$ cat config.mk
export PLATFORM = sky130hd
export DESIGN_NAME = reloj_soc_ram_arbiter
export DESIGN_NICKNAME = d
export VERILOG_FILES = /design/src/rtl/reloj_soc_ram_arb_pkg.sv /design/src/rtl/reloj_soc_rr_arb2.sv /design/src/rtl/reloj_soc_ram_arbiter.sv
export SDC_FILE = /design/constraint.sdc
export NUM_CORES = 1
export LEC_CHECK = 0
export BUFFER_PORTS_ARGS = -buffer_cell sky130_fd_sc_hd__buf_2
export CORE_AREA = 2 2 96 98
export DETAILED_ROUTE_END_ITERATION = 8
export DIE_AREA = 0 0 98 100
export PLACE_DENSITY = 0.53
export SYNTH_ARGS = -nofsm -noshare
export SYNTH_HDL_FRONTEND = slang
export SYNTH_HIERARCHICAL = 1
export SYNTH_SLANG_ARGS = --single-unit
$ cat constraint.sdc
create_clock -name clk -period 4.58 [get_ports clk]
set_clock_uncertainty 0.1 [all_clocks]
set_input_delay 0.916 -clock clk [delete_from_list [all_inputs] [get_ports clk]]
set_output_delay 0.916 -clock clk [all_outputs]
set_load 0.05 [all_outputs]
$ cat src/rtl/reloj_soc_ram_arb_pkg.sv
// Shared types and constants for the reloj SoC two-master RAM arbiter.
package reloj_soc_ram_arb_pkg;
   localparam int RAM_ADDR_W = 11;
   localparam int RAM_DATA_W = 32;

   typedef enum logic {IDLE = 1'b0, RD_DATA = 1'b1} state_t;
   typedef logic master_idx_t;
endpackage

$ cat src/rtl/reloj_soc_rr_arb2.sv
// Two-requester arbiter: round-robin on a last_grant register by default,
// fixed priority to requester 0 when RELOJ_RAM_ARB_FIXED_PRIO_EN is defined.
module reloj_soc_rr_arb2
   import reloj_soc_ram_arb_pkg::*;
(
   input  logic        clk,
   input  logic        reset_n,
   input  logic [1:0]  req,
   output logic        gnt_vld,
   output master_idx_t gnt_idx
);

`ifdef RELOJ_RAM_ARB_FIXED_PRIO_EN
   always_comb begin
      gnt_vld = |req;
      gnt_idx = req[1] & ~req[0];
   end
`else
   master_idx_t last_grant;

   // On contention the master that did not win last time goes first.
   always_comb begin
      gnt_vld = |req;
      if (req == 2'b11) gnt_idx = ~last_grant;
      else              gnt_idx = req[1];
   end

   always_ff @(posedge clk or negedge reset_n) begin
      if (!reset_n)     last_grant <= 1'b1;
      else if (gnt_vld) last_grant <= gnt_idx;
   end
`endif

endmodule

$ cat src/rtl/reloj_soc_ram_arbiter.sv
// Two-master single-port RAM arbiter with a one-deep read-return pipeline.
// Define RELOJ_RAM_ARB_FIXED_PRIO_EN for fixed priority to master 0.
module reloj_soc_ram_arbiter
   import reloj_soc_ram_arb_pkg::*;
#(
   parameter int ADDR_W = RAM_ADDR_W,
   parameter int DATA_W = RAM_DATA_W
)(
   input  logic                clk,
   input  logic                reset_n,
   input  logic [ADDR_W-1:0]   m0_address,
   input  logic [DATA_W/8-1:0] m0_byteenable,
   input  logic                m0_read,
   input  logic                m0_write,
   input  logic [DATA_W-1:0]   m0_writedata,
   output logic                m0_waitrequest,
   output logic [DATA_W-1:0]   m0_readdata,
   output logic                m0_readdatavalid,
   input  logic [ADDR_W-1:0]   m1_address,
   input  logic [DATA_W/8-1:0] m1_byteenable,
   input  logic                m1_read,
   input  logic                m1_write,
   input  logic [DATA_W-1:0]   m1_writedata,
   output logic                m1_waitrequest,
   output logic [DATA_W-1:0]   m1_readdata,
   output logic                m1_readdatavalid,
   output logic [ADDR_W-1:0]   ram_address,
   output logic [DATA_W/8-1:0] ram_byteenable,
   output logic                ram_chipselect,
   output logic                ram_write,
   output logic [DATA_W-1:0]   ram_writedata,
   input  logic [DATA_W-1:0]   ram_readdata
);

   logic [1:0]  req_raw;
   logic [1:0]  req;
   logic        gnt_vld;
   master_idx_t gnt_idx;
   logic        gnt_write;
   logic        rd_accept;
   logic        rd_pending;
   state_t      state, state_nxt;
   master_idx_t rd_owner, rd_owner_nxt;

   assign req_raw = {m1_read | m1_write, m0_read | m0_write};
   // Requests are masked while reset is held so the RAM never sees an access.
   assign req     = req_raw & {2{reset_n}};

   reloj_soc_rr_arb2 u_arb (
      .clk     (clk),
      .reset_n (reset_n),
      .req     (req),
      .gnt_vld (gnt_vld),
      .gnt_idx (gnt_idx)
   );

   always_comb begin
      ram_address    = m0_address;
      ram_byteenable = m0_byteenable;
      ram_writedata  = m0_writedata;
      gnt_write      = 1'b0;
      if (gnt_vld && gnt_idx) begin
         ram_address    = m1_address;
         ram_byteenable = m1_byteenable;
         ram_writedata  = m1_writedata;
         gnt_write      = m1_write;
      end else if (gnt_vld) begin
         gnt_write      = m0_write;
      end
   end

   assign ram_chipselect = gnt_vld;
   assign ram_write      = gnt_write;
   assign rd_accept      = gnt_vld & ~gnt_write;

   assign m0_waitrequest = req_raw[0] & ~(gnt_vld & (gnt_idx == 1'b0));
   assign m1_waitrequest = req_raw[1] & ~(gnt_vld & (gnt_idx == 1'b1));

   // Read-return stage: RAM data arrives one cycle after the address.
   always_ff @(posedge clk or negedge reset_n) begin
      if (!reset_n) begin
         state    <= IDLE;
         rd_owner <= 1'b0;
      end else begin
         state    <= state_nxt;
         rd_owner <= rd_owner_nxt;
      end
   end

   always_comb begin
      state_nxt    = IDLE;
      rd_owner_nxt = rd_owner;
      if (rd_accept) begin
         state_nxt    = RD_DATA;
         rd_owner_nxt = gnt_idx;
      end
   end

   assign rd_pending       = (state == RD_DATA);
   assign m0_readdatavalid = rd_pending & (rd_owner == 1'b0);
   assign m1_readdatavalid = rd_pending & (rd_owner == 1'b1);
   assign m0_readdata      = ram_readdata;
   assign m1_readdata      = ram_readdata;

endmodule

# Word-level counts from Yosys, hierarchy flattened
# Cells that the tools add are included.
# word_totals
mem_bits_ro,0
ff_bits,3
ramBits,0
mem_count,0
wordCells,29
latchBits,0
output_inout_bits,117
input_bits,132
# op_classes
bitwise_logic,16
n_shift,0
div_mod_pow,0
eq_ne,1
multipliers,0
order_cmp,0
n_addsub,0
reduce_logical,2
n_mux,7
# ops
operator,count
$mux W32,1
$mux W11,1
$and A1 B1 Y1,7
$not A1 Y1,6
$mux W1,4
$mux W4,1
$and A2 B2 Y2,1
$eq A2 B2 Y1 const B,1
$or A1 B1 Y1,2
$reduce_or A2 Y1,1
$logic_and A1 B1 Y1,1

# Longest topological paths before layout
# Gate-level depths: netlist (run 1).
# depth
depth_word,9
depth_mapped,7
depth_no_buf,6

# Modules after synthesis
# The synthesis (run 1) kept the hierarchy.
# by_module_without_submodules
mod,cells_per_inst,area_per_inst_um2,instances,seq_area_each_um2
reloj_soc_ram_arbiter,135,1267.5,1,50.0
reloj_soc_rr_arb2,5,48.8,1,26.3

# Worst setup path before layout (run 1)
# No wires, ideal clock.
# synth_timing
path_kind,in2out
startpoint,input m1_write
endpoint,output m1_waitrequest
n_path_buf,2
arrival_time_ns,2.496
stages,6
t_required_ns,3.564
slack_ns,1.068
path_cell_list,o21a_1 or2_1 nand2_1 buf_6 buf_6 o21a_1
# synth_via
elab_cells_between_ends,8
classes_between,1 x eq/ne; 1 x mux; 5 x bitwise; 1 x reduce/logical
# synth_rtl
element,line,text
from (decl),reloj_soc_ram_arbiter.sv:22,"input logic m1_write,"
$or A1 B1 Y1,reloj_soc_ram_arbiter.sv:45,"assign req_raw = {m1_read | m1_write, m0_read | m0_write};"
$and A2 B2 Y2,reloj_soc_ram_arbiter.sv:47,assign req = req_raw & {2{reset_n}};
$reduce_or A2 Y1,reloj_soc_rr_arb2.sv:23,gnt_vld = |req;
net ram_chipselect,reloj_soc_ram_arbiter.sv:29,"output logic ram_chipselect,"
$and A1 B1 Y1,reloj_soc_ram_arbiter.sv:77,assign m1_waitrequest = req_raw[1] & ~(gnt_vld & (gnt_idx == 1'b1));
$not A1 Y1,reloj_soc_ram_arbiter.sv:77,
$and A1 B1 Y1,reloj_soc_ram_arbiter.sv:77,
to (decl),reloj_soc_ram_arbiter.sv:24,"output logic m1_waitrequest,"
# The timed path passes the listed nets, and every way through them passes these cells.

# Final worst setup path (run 1)
# layout_timing
startpoint,input reset_n
endpoint,output ram_writedata[13]
# layout_via
elab_chain_cells,5
elab_cells_between_ends,6
classes_between,1 x eq/ne; 2 x mux; 1 x bitwise; 2 x reduce/logical
# layout_lines
element,line,text
from (decl),reloj_soc_ram_arbiter.sv:10,"input logic reset_n,"
$and A2 B2 Y2 (*),reloj_soc_ram_arbiter.sv:47,
net req[1],reloj_soc_ram_arbiter.sv:36,logic [1:0] req;
$eq A2 B2 Y1,reloj_soc_rr_arb2.sv:24,if (req == 2'b11) gnt_idx = ~last_grant;
$mux W1 (*),reloj_soc_rr_arb2.sv:24,
net gnt_idx,reloj_soc_ram_arbiter.sv:38,master_idx_t gnt_idx;
$logic_and A1 B1 Y1 (*),reloj_soc_ram_arbiter.sv:62,if (gnt_vld && gnt_idx) begin
$mux W32 (*),reloj_soc_ram_arbiter.sv:62,
to (decl),reloj_soc_ram_arbiter.sv:31,"output logic [DATA_W-1:0] ram_writedata,"
# The timed path passes the listed nets; every way through them passes the cells marked *.

==> metrics.csv, run 1 <==
stage,metric,value,unit
critical_path,Crit Path Max Fanout,24,
yosys,Post-Synthesis Cells,140,
place,Placer Congestion,0.723,
outcome,status,completed,
place,PortBufs,152,
floorplan,# rows,35,
cts,H-tree depth,1,
yosys,Synth Area in Simple Gates,3.52,%
critical_path,Worst Setup EP,ram_writedata[13],
drt,vias per cell,3.66,
final_layout,FF/Latch Area,76.3,um2
final_layout,final net count,362,
power,Reg power frac,8.5,%
power,Logic pwr share,73.2,%
worst_hold_path,worst hold stages,2,
critical_path,Buffers & Inverters on Critical Path,3,
yosys,Mapped Nets,272,
power,clock share of power,18.3,%
drt,Starting DRT DRC Count,9,
yosys,number of synthesized flops with an enable pin,0,
yosys,mapped cell area,0.00132,mm2
run,Max-cap violations,0,
yosys,area share of the largest cell type after synthesis,36.5,%
cts,"CTS clk-pin slew, worst paths",0.03,ns
critical_path,number of stages on the worst setup path,7,
cts,CTS tree,yes,
yosys,syn_area_per_cell,9.40,um2
final_layout,Layout Area Growth over Synthesis,33.3,%
timing,RSZ-0062 raised after global routing,false,
critical_path,reg-to-reg endpoint,rd_pending,
power,P_int,203,uW
critical_path,crit-path cells,buf_2 > o21a_1 > a21boi_0 > nand2_2 > buf_4 > mux2_4 > buf_2,
timing,setup tns final,0,ns
power,leakage power,0.00101,uW
final_layout,share of cells above drive strength 1,90.0,%
critical_path,Critical Path Slowest Stage Cell,a21boi_0,
critical_path,RR Startpoint,u_arb/last_grant,
yosys,async set-reset flop share out of synthesis,100,%
timing,Worst-Margin Slew,0.547,ns
power,Switching Share,53.4,%
grt,initial antenna violation count,0,
cts,post-cts sizing count,0,
timing,Fin. Hold Viols,0,
critical_path,Worst EP arrival,2.65,ns
yosys,"Seq/Total Area, Yosys",5.80,%
yosys,post-synth cell types,18,
timing,normalized max-slew margin,63.2,%
critical_path,R2R setup slack,3.17,ns
cts,CTS Buf Count,3,
timing,minimum clock period,3.67,ns
grt,overall routing resource usage,6.43,%
cts,Post CTS Setup Buffer Count,0,
final_layout,fill count,996,
grt,total overflow reported by the global router,0,
yosys,Post-synth top flop,dfrtp_1,
critical_path,Most common cell on crit path,buf_2,
yosys,mux contribution to synthesized area,46.4,%
drt,DRC Markers,0,
critical_path,crit path launch type,input pin,
yosys,post-synthesis register bit count,3,
power,P per Cell Area,248,mW/mm2
critical_path,CP max stage delay,0.48,ns
floorplan,Die Area,0.00980,mm2
drt,Routed Antenna Nets,0,
drt,drt wl/cell,11.2,um
final_layout,# diodes,0,
yosys,most common cell in the netlist,buf_4,
yosys,Post-Synth Adder-Cell Area,0,%
critical_path,crit path launch,reset_n,
cts,CTS root buf,clkbuf_8,
timing,period utilisation layout,80.0,%
final_layout,area of the multi-input gates,707,um2
yosys,"area leader, netlist",buf_4,
yosys,commonest cells in the synthesized netlist,"buf_4 (64), mux2_2 (28), mux2_4 (19)",
cts,Sink Count,3,
yosys,largest family of logic cells by synthesized area,multiplexers,
drt,DR pass1 iterations,4,
yosys,xor and xnor area share after synthesis,0,%
cts,hold_buf cts,0,
yosys,post-synthesis compound-gate area fraction,3.61,%
grt,number of global-route vias before repair,1101,
critical_path,Worst EP required,3.56,ns
final_layout,post-route core utilization,19.7,%
place,DP HPWL,3.35,mm
critical_path,Crit path max-delay family,compound AO/OA/AOI/OAI gates,
yosys,Yosys Warn Count,6,
cts,clock insertion delay at the later pin of the skew report,0.22,ns
timing,fmax,273,MHz
floorplan,total core area,0.00889,mm2
critical_path,Critical Path End Type,primary output,
power,maximum vdd drop,0.0000718,V
floorplan,# IOs,249,
yosys,"top cells by area, synth","buf_4 (37%), mux2_2 (24%), mux2_4 (22%)",
drt,routed wire length,3.81,mm
worst_hold_path,Hold WC Path Type,flip-flop to flip-flop,
timing,final setup fails,0,
power,Psw,233,uW
floorplan,Die Width,98,um
grt,largest net degree at the start of global routing,25,
floorplan,initial core utilization,14.8,%
grt,first-pass GRT wire length,5.15,mm
cts,clock buffer depth,2,
critical_path,Setup CP Type,input pin to primary output,
drt,via count,1245,
timing,Slew Limit Fails,0,
critical_path,worst reg2reg path depth,3,
floorplan,Die H,100,um
area by class of cell:
| cell class | instances | area share (%) |
|---|---|---|
| Multi-Input combinational cell | 65 | 40.3 |
| Timing Repair Buffer | 154 | 44.2 |
| Sequential cell | 3 | 4.35 |
| Clock buffer | 4 | 2.57 |
| Inverter | 3 | 0.642 |
| Tap cell | 111 | 7.92 |
cell usage in the layout (no fill, tap or decap):
master    count
mux2_2       28
mux2i_1       1
o21a_1        2
clkbuf_1      1
o21ai_0       2
buf_4         2
a21oi_1       3
nor2b_1       2
clkbuf_8      3
buf_2       152
or2_1         1
a21boi_0      1
mux2_4       19
dfstp_2       1
inv_1         3
nand2_2       1
nor2_1        3
and2_1        2
dfrtp_1       2
worst min path at each step:
stage / end / slack (ns) / start
floorplan: u_arb/last_grant / 0.37 / u_arb/last_grant
global placement: u_arb/last_grant / 0.39 / u_arb/last_grant
detailed placement: u_arb/last_grant / 0.39 / u_arb/last_grant
CTS: rd_pending / 0.40 / reset_n
global route: rd_pending / 0.40 / reset_n
finish: u_arb/last_grant / 0.39 / u_arb/last_grant
per-layer routing:
layer,track usage (%),part of all wire (%)
met5,0,0
met4,4.27,4.0
met3,2.16,14
met2,11.0,49
met1,6.74,33
metrics by stage:
step | cell area, um2 | power (uW) | setup slack, ns | hold slack (ns) | std cells
after floorplan | 1320 | 432 | 1.07 | 0.372 | 140
after global placement | 1710 | 356 | 0.984 | 0.388 | 336
after detailed placement | 1710 | 359 | 0.939 | 0.393 | 336
after CTS | 1750 | 440 | 0.937 | 0.398 | 340
after global routing | 1750 | 457 | 0.732 | 0.402 | 340
final | 1750 | 436 | 0.914 | 0.394 | 340
flip-flops by register name, indices dropped and copies added (netlist names):
register,cells
rd_pending,1
rd_owner,1
u_arb/last_grant,1
worst reg2reg max path: cells and delay by family, from the launching register on:
kind	cells	cell delay, ns
compound gates	1	0.46
flops	1	0.36
simple gates	1	0.14
mux	1	0.29
power by group through the flow:
stage	Sequential (uW)	Clock, uW	Combinational, uW
2_1_floorplan	35.6	0	396
3_3_place_gp	36.9	0	319
3_5_place_dp	37.3	0	322
4_1_cts	37.2	80.2	323
5_1_grt	38.0	83.4	335
6_report	37.2	79.6	319
cell families (layout without fill, tap and decap cells):
logic type | after synthesis | in the layout
mux | 48 | 48
simple gates | 9 | 9
buf+inv | 72 | 161
compound gates | 8 | 8
flops | 3 | 3
No activity file was read; power rests on OpenSTA's default activity.
==> inputs of run 2 (changes only) <==
Clock period 4.58 ns to 3.38 ns, I/O delays scaled along.
==> run 2 against run 1 <==
Against the previous run:
- worst hold slack worse by 0.23 ns
- count of clock-buffer cells in the layout unchanged
- sequential power up 32%
- routed wire length shrank 6.0%
- sequential cell count unchanged
- final area rose by 1.6%
- power is 36% higher
- global-route usage decreased by 0.12 points
- via count down 3.5%
- critical path depth is the same
- register-to-register slack got worse by 1.2 ns
- worst setup slack lost 0.62 ns
==> metrics.csv, run 2 (synthesis gave the netlist of run 1 again) <==
stage,metric,value,unit,change
final_layout,share of cells above drive strength 1,90.0,%,unchanged
critical_path,crit path launch type,input pin,,
floorplan,initial core utilization,14.8,%,unchanged
cts,hold_buf cts,0,,unchanged
grt,overall routing resource usage,6.32,%,-0.12 points
cts,clock insertion delay at the later pin of the skew report,0.22,ns,about the same
critical_path,Crit Path Max Fanout,48,,+100%
floorplan,# rows,35,,unchanged
critical_path,Worst EP required,2.60,ns,-0.96 ns
power,P per Cell Area,333,mW/mm2,+34%
cts,H-tree depth,1,,unchanged
drt,DRC Markers,0,,unchanged
critical_path,Setup CP Type,input pin to primary output,,
timing,normalized max-slew margin,78.8,%,+16 points
drt,drt wl/cell,10.5,um,-6.0%
floorplan,Die H,100,um,unchanged
outcome,status,completed,,
critical_path,Worst EP arrival,2.31,ns,-0.34 ns
timing,Worst-Margin Slew,0.315,ns,-0.232 ns
place,DP HPWL,3.10,mm,-7.5%
place,Placed Instance Area,0.00174,mm2,+1.6%
timing,final setup fails,0,,unchanged
final_layout,"commonest non-fill, non-tap cell in the layout",buf_2,,
timing,fmax,324,MHz,
cts,CTS Buf Count,3,,unchanged
timing,minimum clock period,3.09,ns,
run,Max-cap violations,0,,unchanged
drt,vias per cell,3.54,,-3.5%
final_layout,most frequent cells in the layout,"buf_2 (151), mux2_2 (28), mux2_4 (19)",,
cts,CTS tree,yes,,
cts,Sink Count,3,,unchanged
floorplan,Die Area,0.00980,mm2,unchanged
final_layout,final net count,362,,unchanged
drt,Starting DRT DRC Count,11,,+2
floorplan,# IOs,249,,unchanged
timing,Slew Limit Fails,0,,unchanged
place,PortBufs,152,,unchanged
cts,"CTS clk-pin slew, worst paths",0.03,ns,about the same
final_layout,# diodes,0,,unchanged
power,leakage power,0.00102,uW,+1.2%
grt,number of global-route vias before repair,1062,,-3.5%
floorplan,total core area,0.00889,mm2,unchanged
cts,clock buffer depth,2,,unchanged
cts,Post CTS Setup Buffer Count,0,,unchanged
timing,Fin. Hold Viols,0,,unchanged
timing,setup tns final,0,ns,unchanged
worst_hold_path,Hold WC Path Type,input pin to asynchronous set/reset pin,,
drt,routed wire length,3.58,mm,-6.0%
final_layout,FF/Latch Area,76.3,um2,unchanged
grt,total overflow reported by the global router,0,,unchanged
critical_path,R2R setup slack,2.01,ns,-1.16 ns
drt,via count,1202,,-3.5%
floorplan,Die Width,98,um,unchanged
critical_path,Critical Path End Type,primary output,,
power,maximum vdd drop,0.000138,V,+93%
grt,initial antenna violation count,0,,unchanged
grt,first-pass GRT wire length,5.05,mm,-2.0%
grt,largest net degree at the start of global routing,49,,+96%
power,Total Power,593,uW,+36%
place,Placer Congestion,0.714,,-1.2%
cts,post-cts sizing count,0,,unchanged
final_layout,fill count,998,,+0.20%
drt,Routed Antenna Nets,0,,unchanged
timing,period utilisation layout,91.3,%,
final_layout,post-route cell area,0.00178,mm2,+1.6%
timing,RSZ-0062 raised after global routing,false,,
final_layout,area of the multi-input gates,707,um2,unchanged
drt,DR pass1 iterations,3,,-1
final_layout,Layout Area Growth over Synthesis,35.4,%,
cts,CTS root buf,clkbuf_8,,
[run 2: cell counts in the layout (fill, tap and decap cells not counted)]
Identical to the previous run, type by type.
[run 2: worst paths after layout]
| kind | start | to | depth (start not counted) |
|---|---|---|---|
| min in group clk | u_arb/last_grant | u_arb/last_grant | 2 |
| hold reg to reg | u_arb/last_grant | u_arb/last_grant | 2 |
| setup reg to reg | u_arb/last_grant | rd_pending | 4 |
| setup / recovery | m1_write | ram_writedata[29] | 7 |
| hold / removal | reset_n | rd_owner | 1 |
| max in group asynchronous | reset_n | u_arb/last_grant | 1 |
[run 2: layout make-up]
class                           instances  share of cell area, %
Sequential cell                         3                   4.28
Multi-Input combinational cell         65                   39.7
Tap cell                              111                   7.79
Timing Repair Buffer                  154                   45.1
Clock buffer                            4                   2.53
Inverter                                3                  0.632
[run 2: metal layers]
layer  global-route usage [%]  share of wire, %
met5                        0                 0
met4                     3.63               4.0
met2                     9.91                45
met1                     7.46                36
met3                     2.30                14
[run 2: stage by stage]
step / hold slack (ns) / setup slack [ns] / std cells / util, %
6_report: 0.160 / 0.294 / 340 / 20.0
5_1_grt: 0.162 / 0.195 / 340 / 20.0
3_3_place_gp: 0.388 / 0.311 / 336 / 19.5
3_5_place_dp: 0.385 / 0.288 / 336 / 19.5
4_1_cts: 0.159 / 0.285 / 340 / 20.0
2_1_floorplan: 0.280 / 0.348 / 140 / -
[run 2: where the power goes]
group	total (uW)	internal, uW	switching, uW
Clock	106	80.6	25.7
Sequential	49.2	44.4	4.77
Combinational	438	156	282
[run 2: critical path, cell delays in order]
cell,delay [ns]
buf_2,0.12
o21a_1,0.20
or2_1,0.30
nand2_2,0.11
buf_12,0.28
mux2_2,0.39
buf_2,0.22
